**config.mk**
```make
export PLATFORM = sky130hd
export DESIGN_NAME = mem_access_ctrl_flat
export DESIGN_NICKNAME = d
export VERILOG_FILES = /design/src/rtl/mem_access_ctrl_pkg.sv /design/src/rtl/mem_access_ctrl_if.sv /design/src/rtl/mem_access_ctrl_be_gen.sv /design/src/rtl/mem_access_ctrl.sv /design/src/flat_wrapper.sv
export SDC_FILE = /design/constraint.sdc
export NUM_CORES = 1
export LEC_CHECK = 0
export ABC_CLOCK_PERIOD_IN_PS = 6600
export CAP_MARGIN = 25
export CORE_MARGIN = 1.5
export CORE_UTILIZATION = 46
export DETAILED_ROUTE_END_ITERATION = 12
export HOLD_SLACK_MARGIN = 0.05
export PLACE_DENSITY = 0.86
export SETUP_SLACK_MARGIN = 0.2
export SLEW_MARGIN = 20
export SYNTH_ARGS = -nofsm -noshare
export SYNTH_HDL_FRONTEND = slang
export SYNTH_SLANG_ARGS = --single-unit
export TNS_END_PERCENT = 10
```
**constraint.sdc**
```tcl
create_clock -name clk -period 6.6 [get_ports clk]
set_clock_uncertainty 0.2 [all_clocks]
set_input_delay 0.99 -clock clk [delete_from_list [all_inputs] [get_ports clk]]
set_output_delay 0.99 -clock clk [all_outputs]
set_load 0.01 [all_outputs]
```
**src/rtl/mem_access_ctrl_pkg.sv**
```systemverilog
// Shared codes for the MEM-stage memory access controller.
// Load/store type codes and FSM encodings carried over from the legacy header,
// plus the fault cause type and the load alignment rule.
package mem_access_ctrl_pkg;

  // Load type codes
  localparam logic [2:0] LD_LW  = 3'd0;
  localparam logic [2:0] LD_LH  = 3'd1;
  localparam logic [2:0] LD_LHU = 3'd2;
  localparam logic [2:0] LD_LB  = 3'd3;
  localparam logic [2:0] LD_LBU = 3'd4;

  // Store type codes
  localparam logic [1:0] ST_SW = 2'd0;
  localparam logic [1:0] ST_SH = 2'd1;
  localparam logic [1:0] ST_SB = 2'd2;

  // FSM state encodings (2-bit, legacy values)
  localparam logic [1:0] ENC_IDLE  = 2'd0;
  localparam logic [1:0] ENC_BUSY  = 2'd1;
  localparam logic [1:0] ENC_DONE  = 2'd2;
  localparam logic [1:0] ENC_FAULT = 2'd3;

  typedef enum logic [1:0] {
    IDLE  = ENC_IDLE,
    BUSY  = ENC_BUSY,
    DONE  = ENC_DONE,
    FAULT = ENC_FAULT
  } state_t;

  typedef enum logic [1:0] {
    FC_NONE = 2'd0,
    FC_ADEL = 2'd1,
    FC_ADES = 2'd2,
    FC_BUS  = 2'd3
  } fault_cause_t;

  // Word loads need addr[1:0]==0, halfword loads need addr[0]==0.
  function automatic logic load_misaligned(input logic [2:0] lt,
                                           input logic [1:0] a10);
    case (lt)
      LD_LW:          return (a10 != 2'b00);
      LD_LH, LD_LHU:  return a10[0];
      default:        return 1'b0;
    endcase
  endfunction

endpackage

```
**src/rtl/mem_access_ctrl_if.sv**
```systemverilog
// Data-memory bus between the access controller (master) and memory (slave).
//   mem_req   : request, held until mem_ack
//   mem_we    : 1 = write
//   mem_addr  : word-aligned byte address
//   mem_be    : byte enables (0000 on reads)
//   mem_wdata : lane-replicated write data
//   mem_ack   : acknowledge; mem_rdata valid in the same cycle
//   mem_rdata : read word
interface mem_access_ctrl_if;
  logic        mem_req;
  logic        mem_we;
  logic [31:0] mem_addr;
  logic [3:0]  mem_be;
  logic [31:0] mem_wdata;
  logic        mem_ack;
  logic [31:0] mem_rdata;

  modport master (
    output mem_req, mem_we, mem_addr, mem_be, mem_wdata,
    input  mem_ack, mem_rdata
  );

  modport slave (
    input  mem_req, mem_we, mem_addr, mem_be, mem_wdata,
    output mem_ack, mem_rdata
  );
endinterface

```
**src/rtl/mem_access_ctrl_be_gen.sv**
```systemverilog
// Store lane generator (combinational).
//   stype      : store type code
//   addr10     : addr[1:0]
//   wdata_in   : store source register value
//   be         : byte enables for the addressed lanes
//   wdata      : source data replicated across lanes
//   misaligned : store address violates the type's alignment
module be_gen
  import mem_access_ctrl_pkg::*;
(
  input  logic [1:0]  stype,
  input  logic [1:0]  addr10,
  input  logic [31:0] wdata_in,
  output logic [3:0]  be,
  output logic [31:0] wdata,
  output logic        misaligned
);

  always_comb begin
    be         = '0;
    wdata      = '0;
    misaligned = 1'b0;
    case (stype)
      ST_SW: begin
        be         = 4'b1111;
        wdata      = wdata_in;
        misaligned = (addr10 != 2'b00);
      end
      ST_SH: begin
        be         = addr10[1] ? 4'b1100 : 4'b0011;
        wdata      = {2{wdata_in[15:0]}};
        misaligned = addr10[0];
      end
      ST_SB: begin
        be    = 4'b0001 << addr10;
        wdata = {4{wdata_in[7:0]}};
      end
      default: ;
    endcase
  end

endmodule

```
**src/rtl/mem_access_ctrl.sv**
```systemverilog
// MEM-stage memory access sequencer.
// Checks alignment, drives one bus transaction per instruction with a req/ack
// handshake and a bounded wait, stalls the pipeline while busy, and reports
// done / address-error / bus-error pulses.
//   clk, reset          : clock, asynchronous active-high reset
//   req_valid, req_we   : MEM stage request, 1 = store
//   ltype, stype        : load / store type codes
//   addr, wdata_in      : byte address, store source value
//   stall               : freeze upstream pipeline registers
//   done                : one-cycle successful completion pulse
//   rdata_q, addr10_q,
//   ltype_q             : captured load word and lane/type info
//   exc_adel/ades/bus   : one-cycle fault pulses
//   bus                 : data-memory bus (master side)
module mem_access_ctrl
  import mem_access_ctrl_pkg::*;
#(
  parameter int TIMEOUT = 16
) (
  input  logic                      clk,
  input  logic                      reset,
  input  logic                      req_valid,
  input  logic                      req_we,
  input  logic [2:0]                ltype,
  input  logic [1:0]                stype,
  input  logic [31:0]               addr,
  input  logic [31:0]               wdata_in,
  output logic                      stall,
  output logic                      done,
  output logic [31:0]               rdata_q,
  output logic [1:0]                addr10_q,
  output logic [2:0]                ltype_q,
  output logic                      exc_adel,
  output logic                      exc_ades,
  output logic                      exc_bus,
  mem_access_ctrl_if.master         bus
);

  localparam int CW = $clog2(TIMEOUT) + 1;

  state_t       state;
  fault_cause_t cause;
  logic [CW-1:0] wait_cnt;

  logic        mem_we_r;
  logic [31:0] mem_addr_r;
  logic [3:0]  mem_be_r;
  logic [31:0] mem_wdata_r;

  logic [3:0]  st_be;
  logic [31:0] st_wdata;
  logic        st_misaligned;
  logic        misaligned;

  be_gen u_be_gen (
    .stype      (stype),
    .addr10     (addr[1:0]),
    .wdata_in   (wdata_in),
    .be         (st_be),
    .wdata      (st_wdata),
    .misaligned (st_misaligned)
  );

  assign misaligned = req_we ? st_misaligned : load_misaligned(ltype, addr[1:0]);

  always_ff @(posedge clk or posedge reset) begin
    if (reset) begin
      state       <= IDLE;
      cause       <= FC_NONE;
      wait_cnt    <= '0;
      mem_we_r    <= 1'b0;
      mem_addr_r  <= '0;
      mem_be_r    <= '0;
      mem_wdata_r <= '0;
      rdata_q     <= '0;
      addr10_q    <= '0;
      ltype_q     <= '0;
    end else begin
      case (state)
        IDLE: begin
          if (req_valid) begin
            if (misaligned) begin
              state <= FAULT;
              cause <= req_we ? FC_ADES : FC_ADEL;
            end else begin
              state       <= BUSY;
              cause       <= FC_NONE;
              wait_cnt    <= '0;
              mem_we_r    <= req_we;
              mem_addr_r  <= {addr[31:2], 2'b00};
              mem_be_r    <= req_we ? st_be : 4'b0000;
              mem_wdata_r <= req_we ? st_wdata : 32'd0;
              addr10_q    <= addr[1:0];
              ltype_q     <= ltype;
            end
          end
        end
        BUSY: begin
          // An ack in the timeout cycle still wins over the bus error.
          if (bus.mem_ack) begin
            state <= DONE;
            if (!mem_we_r) rdata_q <= bus.mem_rdata;
          end else if (wait_cnt == CW'(TIMEOUT - 1)) begin
            state <= FAULT;
            cause <= FC_BUS;
          end else begin
            wait_cnt <= wait_cnt + 1'b1;
          end
        end
        DONE:    state <= IDLE;
        FAULT:   state <= IDLE;
        default: state <= IDLE;
      endcase
    end
  end

  // Outputs decode from state, so reset removes mem_req asynchronously.
  assign bus.mem_req   = (state == BUSY);
  assign bus.mem_we    = mem_we_r;
  assign bus.mem_addr  = mem_addr_r;
  assign bus.mem_be    = mem_be_r;
  assign bus.mem_wdata = mem_wdata_r;

  assign done     = (state == DONE);
  assign exc_adel = (state == FAULT) && (cause == FC_ADEL);
  assign exc_ades = (state == FAULT) && (cause == FC_ADES);
  assign exc_bus  = (state == FAULT) && (cause == FC_BUS);

  assign stall = req_valid && (state != DONE) && (state != FAULT);

endmodule

```
**src/flat_wrapper.sv**
```systemverilog
// flat-port wrapper written by rule: the top's interface ports become plain ports
module mem_access_ctrl_flat import mem_access_ctrl_pkg::*;
#(
  parameter int TIMEOUT = 16
)
  (clk, reset, req_valid, req_we, ltype, stype, addr, wdata_in, stall, done, rdata_q, addr10_q, ltype_q, exc_adel, exc_ades, exc_bus, bus_mem_req, bus_mem_we, bus_mem_addr, bus_mem_be, bus_mem_wdata, bus_mem_ack, bus_mem_rdata);
  mem_access_ctrl_if bus_i ();
  input  logic clk;
  input  logic reset;
  input  logic req_valid;
  input  logic req_we;
  input  logic [2:0] ltype;
  input  logic [1:0] stype;
  input  logic [31:0] addr;
  input  logic [31:0] wdata_in;
  output logic stall;
  output logic done;
  output logic [31:0] rdata_q;
  output logic [1:0] addr10_q;
  output logic [2:0] ltype_q;
  output logic exc_adel;
  output logic exc_ades;
  output logic exc_bus;
  output wire logic [$bits(bus_i.mem_req)-1:0] bus_mem_req;
  output wire logic [$bits(bus_i.mem_we)-1:0] bus_mem_we;
  output wire logic [$bits(bus_i.mem_addr)-1:0] bus_mem_addr;
  output wire logic [$bits(bus_i.mem_be)-1:0] bus_mem_be;
  output wire logic [$bits(bus_i.mem_wdata)-1:0] bus_mem_wdata;
  input wire logic [$bits(bus_i.mem_ack)-1:0] bus_mem_ack;
  input wire logic [$bits(bus_i.mem_rdata)-1:0] bus_mem_rdata;
  assign bus_mem_req = bus_i.mem_req;
  assign bus_mem_we = bus_i.mem_we;
  assign bus_mem_addr = bus_i.mem_addr;
  assign bus_mem_be = bus_i.mem_be;
  assign bus_mem_wdata = bus_i.mem_wdata;
  assign bus_i.mem_ack = bus_mem_ack;
  assign bus_i.mem_rdata = bus_mem_rdata;
  mem_access_ctrl #(.TIMEOUT(TIMEOUT)) u_core (.clk(clk), .reset(reset), .req_valid(req_valid), .req_we(req_we), .ltype(ltype), .stype(stype), .addr(addr), .wdata_in(wdata_in), .stall(stall), .done(done), .rdata_q(rdata_q), .addr10_q(addr10_q), .ltype_q(ltype_q), .exc_adel(exc_adel), .exc_ades(exc_ades), .exc_bus(exc_bus), .bus(bus_i));
endmodule
```
==> results of run 1 <==
-- flip-flops by register name, indices dropped and copies added (netlist names) --
register              count
u_core.state              2
u_core.cause              2
u_core.ltype_q            3
u_core.bus.mem_addr      30
u_core.rdata_q           32
u_core.bus.mem_wdata     32
u_core.addr10_q           2
u_core.bus.mem_we         1
u_core.wait_cnt           5
u_core.bus.mem_be         4
-- Yosys cell counts, drive strengths merged, types with 8 or more instances --
cell type / n / area, µm²
mux2: 77 / 867.1
and4: 11 / 96.34
dfrtp: 113 / 2828
clkbuf: 8 / 30.03
nand2: 11 / 41.29
and2: 8 / 50.05
a21oi: 10 / 50.05
o21ai: 9 / 45.04
inv: 17 / 63.81
mux2i: 22 / 220.2
buf: 18 / 120.1
a21o: 10 / 75.07
nor2b: 18 / 112.6
-- cell usage in the layout, fill, tap and decap left out, types with 2 or more instances in the layout --
| master | count |
|---|---|
| conb_1 | 2 |
| a21o_1 | 10 |
| xnor2_1 | 2 |
| and4_1 | 11 |
| clkbuf_16 | 16 |
| a221o_1 | 6 |
| clkdlybuf4s50_1 | 215 |
| o21ai_1 | 2 |
| a21oi_1 | 10 |
| o211ai_1 | 2 |
| nor2_1 | 7 |
| nand2b_1 | 4 |
| dfrtp_1 | 113 |
| and2_1 | 8 |
| clkbuf_1 | 4 |
| o2bb2ai_1 | 7 |
| nor3_1 | 2 |
| mux2_2 | 74 |
| mux2_1 | 3 |
| a21boi_1 | 2 |
| clkinv_2 | 3 |
| nor3b_4 | 2 |
| nor3b_1 | 5 |
| buf_4 | 2 |
| mux2i_1 | 22 |
| clkbuf_8 | 6 |
| nand2_1 | 11 |
| nor2b_1 | 18 |
| o21ai_0 | 7 |
| bufinv_16 | 2 |
| nand3b_1 | 2 |
| inv_1 | 16 |
| ha_1 | 2 |
| a21boi_0 | 2 |
-- cell type report --
| type | count | area [µm²] | share of cell area |
|---|---|---|---|
| sequential | 113 | 2828 | 0.3587 |
| timing repair buffer | 219 | 2215 | 0.2810 |
| multi-input combinational | 234 | 2026 | 0.2570 |
| clock buffer | 26 | 498.0 | 0.06317 |
| tap | 140 | 175.2 | 0.02222 |
| clock inverter | 5 | 75.07 | 0.009524 |
| inverter | 17 | 66.31 | 0.008413 |
-- worst max path at each step --
stage / startpoint / to / cells past startpoint
3_3_place_gp: stype[0] / u_core.bus.mem_addr[31]$_DFFE_PP0P_ / 5
5_1_grt: stype[0] / u_core.bus.mem_wdata[21]$_DFFE_PP0P_ / 6
2_1_floorplan: reset / u_core.addr10_q[0]$_DFFE_PP0P_ / 1
4_1_cts: stype[0] / u_core.bus.mem_addr[31]$_DFFE_PP0P_ / 5
3_5_place_dp: stype[0] / u_core.bus.mem_addr[31]$_DFFE_PP0P_ / 5
6_report: stype[0] / u_core.bus.mem_wdata[21]$_DFFE_PP0P_ / 6
-- logic make-up (layout without fill, tap and decap cells) --
| family | after synthesis | after routing | synth area share |
|---|---|---|---|
| other | 1 | 2 | 0.0007426 |
| adder cells (fa/ha/maj) | 2 | 2 | 0.004955 |
| AND/OR/NAND/NOR | 76 | 76 | 0.09787 |
| multiplexers | 99 | 99 | 0.2153 |
| AO/OA/AOI/OAI | 53 | 53 | 0.07532 |
| buffers and inverters | 43 | 267 | 0.04237 |
| XOR/XNOR | 2 | 2 | 0.003469 |
| flip-flops | 113 | 113 | 0.5600 |
-- stage by stage --
step | cells | utilization | hold WS [ns]
4_1_cts | 752 | 0.7259 | 0.2844
3_5_place_dp | 721 | 0.6729 | 0.2665
3_3_place_gp | 721 | 0.6729 | 0.2605
2_1_floorplan | 390 | - | 0.2829
6_report | 754 | 0.7304 | 0.2857
5_1_grt | 754 | 0.7304 | 0.3014
-- layer usage --
metal / wire length (µm) / GRT usage / vias to the layer above
met1: 5217 / 0.2574 / 1864
met5: 0 / 0 / -
met3: 713 / 0.05872 / 20
met2: 6522 / 0.3840 / 143
li1: - / - / 1800
met4: 278 / 0.09962 / 0
-- power groups by stage --
stage	logic, mW	registers [mW]	clock network, mW
final	1.37	1.19	0.869
after CTS	1.38	1.19	0.885
after global routing	1.46	1.23	0.924
after global placement	1.34	1.18	0
after detailed placement	1.37	1.20	0
after floorplan	0.456	1.32	0
-- worst max-delay path: cells and delay by family --
kind / cells / cell delay [ns]
AO/OA/AOI/OAI: 2 / 1.10
buffers and inverters: 2 / 1.47
AND/OR/NAND/NOR: 2 / 0.66
==> flow_metrics.py, run 1 <==
metrics = {
    "setup_path": {
        "cp.arrival_ns": 4.24,
        "path_cells": "clkdlybuf4s50_1 -> nor2b_1 -> o21ai_1 -> nand3_4 -> buf_12 -> a221o_1",
        "rrSetupSlack_ns": 3.84,
        "worstSetupEndpointType": "flop",
        "r2r-start": "u_core.state[1]$_DFFE_PP0P_",
        "max_stage_delay_ns": 1.08,
        "crit_type": "primary input to flop",
        "crit_fanout": 42,
        "cp.required_ns": 6.78,
        "r2r_cells": 4,
        "worst_r2r_endpoint": "u_core.bus.mem_wdata[21]$_DFFE_PP0P_",
        "cpMaxStageDelayCell": "clkdlybuf4s50_1",
        "cp-start-kind": "primary input",
    },
    "drt": {
        "vias_per_cell": 5.076,
        "via_count": 3827,
        "firstDrtPassIters": 4,
        "drcViolationCount": 0,
        "wl_per_cell_um": 16.89,
        "antenna_left": 0,
        "routed_wirelength_um": 12730,
        "dr.first_iter.drc_count": 149,
    },
    "global_routing": {
        "grt_usage": 0.2218,
        "antenna_found_initial": 0,
        "grt_max_degree": 77,
        "grt_first_pass_wirelength_um": 19740,
        "grt_pass1_vias": 3935,
        "overflow": 0,
    },
    "clocking": {
        "cts_resized": 0,
        "cts_root_buf": "clkbuf_8",
        "cts_buffer_depth": 2,
        "path_clk_slew_ns": 0.05,
        "clock_latency_ns": 0.50,
        "htree_num_levels": 4,
        "post_cts_buffers": 0,
        "cts_tree": "built",
        "clock-sinks": 113,
        "postCtsHoldBufs": 0,
        "cts_buffers": 17,
    },
    "die": {
        "dieWidth_um": 107.8,
        "die_area_um2": 11620,
        "initial_core_util": 0.4679,
        "fp.dieH_um": 107.8,
        "ios": 218,
        "rows": 38,
        "coreArea_um2": 10790,
    },
    "final_layout": {
        "area_growth_pct": 56.10,
        "drive_gt1_frac": 0.1824,
        "finish.instance_area_um2": 7883,
        "num_antenna_cells": 0,
        "nFillCells": 752,
        "finalNetCount": 710,
    },
    "logic_synthesis": {
        "yosys_register_bits": 113,
        "synth-edff-count": 0,
        "synth_cells": 389,
        "synth_area_per_cell_um2": 12.98,
        "synth.yosys.warnings": 0,
        "async_reset_ff_frac": 1.000,
        "syn-cell-area_um2": 5050,
        "yosysUniqueCellTypes": 44,
        "synth_top_flop_cell": "dfrtp_1",
        "ys_seq_area_frac": 0.5600,
    },
    "power": {
        "comb_power_share": 0.399,
        "power_density_nw_per_um2": 434.7,
        "switching_share": 0.2865,
        "vdd_drop_max_uv": 278.3,
        "seqPwrFrac": 0.347,
        "power_leakage_nw": 3.475,
        "switchingPower_uw": 981.8,
        "power_mw": 3.426,
        "pwr-share-clk": 0.254,
        "p_int_mw": 2.444,
    },
    "sta": {
        "setup_viol": 0,
        "period_needed_ns": 4.060,
        "setup_ws_ns": 2.540,
        "rsz0062_at_grt": "no",
        "fmax_mhz": 246.3,
        "tightestPinTransition_ns": 0.9322,
        "hold_viol": 0,
        "fin_setup_tns_ns": 0,
        "relSlewSlack": 0.3766,
        "period_share": 0.6152,
        "final-max-slew-violation-count": 0,
    },
    "worst_hold_path": {
        "holdPathEnd": "u_core.bus.mem_wdata[17]$_DFFE_PP0P_",
        "hp-start": "u_core.bus.mem_wdata[17]$_DFFE_PP0P_",
        "hold_path_depth": 1,
        "hp-class": "flop to flop",
    },
    "place": {
        "numPortBuffers": 215,
        "gp_congestion": 0.8398,
        "post-place-ws_ns": 1.786,
        "place_area_um2": 7262,
        "dp_hpwl_um": 9080,
    },
    "run_status": {
        "status": "complete, no violations",
    },
    "job": {
        "drv_cap": 0,
    },
}
No activity file was read; power rests on OpenSTA's default activity.
==> run 2: changes to the inputs <==
--- a/config.mk
+++ b/config.mk
@@ -5,13 +5,13 @@
 export SDC_FILE = /design/constraint.sdc
 export NUM_CORES = 1
 export LEC_CHECK = 0
-export ABC_CLOCK_PERIOD_IN_PS = 6600
+export ABC_CLOCK_PERIOD_IN_PS = 3700
 export CAP_MARGIN = 25
 export CORE_MARGIN = 1.5
-export CORE_UTILIZATION = 46
+export CORE_UTILIZATION = 38
 export DETAILED_ROUTE_END_ITERATION = 12
 export HOLD_SLACK_MARGIN = 0.05
-export PLACE_DENSITY = 0.86
+export PLACE_DENSITY = 0.76
 export SETUP_SLACK_MARGIN = 0.2
 export SLEW_MARGIN = 20
 export SYNTH_ARGS = -nofsm -noshare
==> constraint.sdc (replaced) <==
create_clock -name clk -period 3.7 [get_ports clk]
set_clock_uncertainty 0.2 [all_clocks]
set_input_delay 0.555 -clock clk [delete_from_list [all_inputs] [get_ports clk]]
set_output_delay 0.555 -clock clk [all_outputs]
set_load 0.01 [all_outputs]
==> flow_metrics.py, run 2 (synthesis gave the netlist of run 1 again) <==
metrics = {
    "run_status": {
        "status": "complete, no violations",
    },
    "final_layout": {
        "drive_gt1_frac": 0.1981,
        "final_common_cell": "clkdlybuf4s50_1",
        "num_antenna_cells": 0,
        "nFillCells": 997,
        "finalNetCount": 716,
        "fin_cells": 793,
        "finish.instance_area_um2": 7979,
        "mostFrequentLayoutCells": "215 x clkdlybuf4s50_1, 113 x dfrtp_1, 74 x mux2_2",
        "area_growth_pct": 58.00,
    },
    "clocking": {
        "path_clk_slew_ns": 0.05,
        "cts_resized": 0,
        "clock_latency_ns": 0.41,
        "htree_num_levels": 4,
        "clock-sinks": 113,
        "cts_buffers": 17,
        "postCtsHoldBufs": 0,
        "cts_root_buf": "clkbuf_16",
        "cts_tree": "built",
        "post_cts_buffers": 0,
        "cts_buffer_depth": 2,
    },
    "power": {
        "seqPwrFrac": 0.342,
        "p_int_mw": 4.399,
        "comb_power_share": 0.394,
        "switchingPower_mw": 1.806,
        "power_density_nw_per_um2": 777.6,
        "power_mw": 6.205,
        "switching_share": 0.2910,
        "pwr-share-clk": 0.264,
        "power_leakage_nw": 3.498,
        "vdd_drop_max_uv": 392.2,
    },
    "setup_path": {
        "crit_type": "flop to primary output",
        "worstSetupEndpointType": "primary output",
        "crit_fanout": 8,
        "cp-start-kind": "flop",
        "crit_start": "u_core.state[1]$_DFFE_PP0P_",
        "cp.arrival_ns": 1.91,
        "r2r-start": "u_core.wait_cnt[0]$_DFFE_PP0P_",
        "cp.required_ns": 2.94,
    },
    "sta": {
        "final-max-slew-violation-count": 0,
        "fmax_mhz": 374.8,
        "period_share": 0.7211,
        "setup_viol": 0,
        "hold_viol": 0,
        "tightestPinTransition_ns": 0.8691,
        "rsz0062_at_grt": "no",
        "period_needed_ns": 2.668,
        "fin_setup_tns_ns": 0,
        "relSlewSlack": 0.4206,
    },
    "place": {
        "dp_hpwl_um": 9628,
        "numPortBuffers": 215,
        "dp_cells": 761,
        "gp_congestion": 0.7959,
        "place_area_um2": 7376,
    },
    "drt": {
        "routed_wirelength_um": 12970,
        "wl_per_cell_um": 16.36,
        "drcViolationCount": 0,
        "firstDrtPassIters": 6,
        "antenna_left": 0,
        "dr.first_iter.drc_count": 238,
        "via_count": 3931,
        "vias_per_cell": 4.957,
    },
    "job": {
        "drv_cap": 0,
    },
    "global_routing": {
        "antenna_found_initial": 0,
        "grt_first_pass_wirelength_um": 21530,
        "grt_max_degree": 68,
        "grt_usage": 0.1937,
        "grt_pass1_vias": 4172,
        "overflow": 0,
    },
    "die": {
        "coreArea_um2": 12770,
        "initial_core_util": 0.3953,
        "dieWidth_um": 118.3,
        "rows": 41,
        "die_area_um2": 13990,
        "fp.dieH_um": 118.3,
        "ios": 218,
    },
    "worst_hold_path": {
        "hp-class": "flop to flop",
        "hp-start": "u_core.bus.mem_wdata[29]$_DFFE_PP0P_",
    },
}
-- run 2: final timing paths --
kind,endpoint,slack [ns],cells after the start
worst min-delay path,u_core.bus.mem_wdata[29]$_DFFE_PP0P_,0.28,1
worst max register to register,u_core.wait_cnt[3]$_DFFE_PP0P_,1.35,7
worst max-delay path,bus_mem_req,1.03,3
max in group asynchronous,u_core.bus.mem_addr[29]$_DFFE_PP0P_,2.12,3
min in group asynchronous,u_core.rdata_q[14]$_DFFE_PP0P_,0.48,3
worst min register to register,u_core.bus.mem_wdata[29]$_DFFE_PP0P_,0.28,1
-- run 2: power by group through the flow --
stage	Combinational [mW]	Clock [mW]	Sequential [mW]
6_report	2.44	1.64	2.12
5_1_grt	2.61	1.74	2.20
4_1_cts	2.48	1.68	2.13
3_5_place_dp	2.47	0	2.15
3_3_place_gp	2.42	0	2.11
2_1_floorplan	0.814	0	2.35
-- run 2: layout make-up --
type,instances,area (µm²),area share
clock inverter,14,163.9,0.02054
multi-input combinational,234,2026,0.2539
tap,172,215.2,0.02697
inverter,17,67.56,0.008468
clock buffer,18,439.2,0.05504
sequential,113,2828,0.3544
timing repair buffer,225,2240,0.2807
-- run 2: through the flow --
step,worst slack [ns],hold WS (ns),util
after global placement,0.8241,0.2614,0.5774
after global routing,0.9253,0.2882,0.6246
final,1.032,0.2752,0.6246
after CTS,1.035,0.2765,0.6246
after floorplan,1.574,0.2829,-
after detailed placement,0.7450,0.2643,0.5774
-- run 2: critical path, stage by stage (launching register included) --
cell	delay [ns]
dfrtp_1	0.48
nand2b_1	0.31
inv_1	0.14
clkdlybuf4s50_1	0.58
-- run 2: routing by layer --
layer	GRT usage	up-vias	wire, µm
met3	0.06226	23	944
met4	0.07851	0	277
met5	0	-	0
met2	0.3089	171	6243
li1	-	1818	-
met1	0.2430	1919	5506
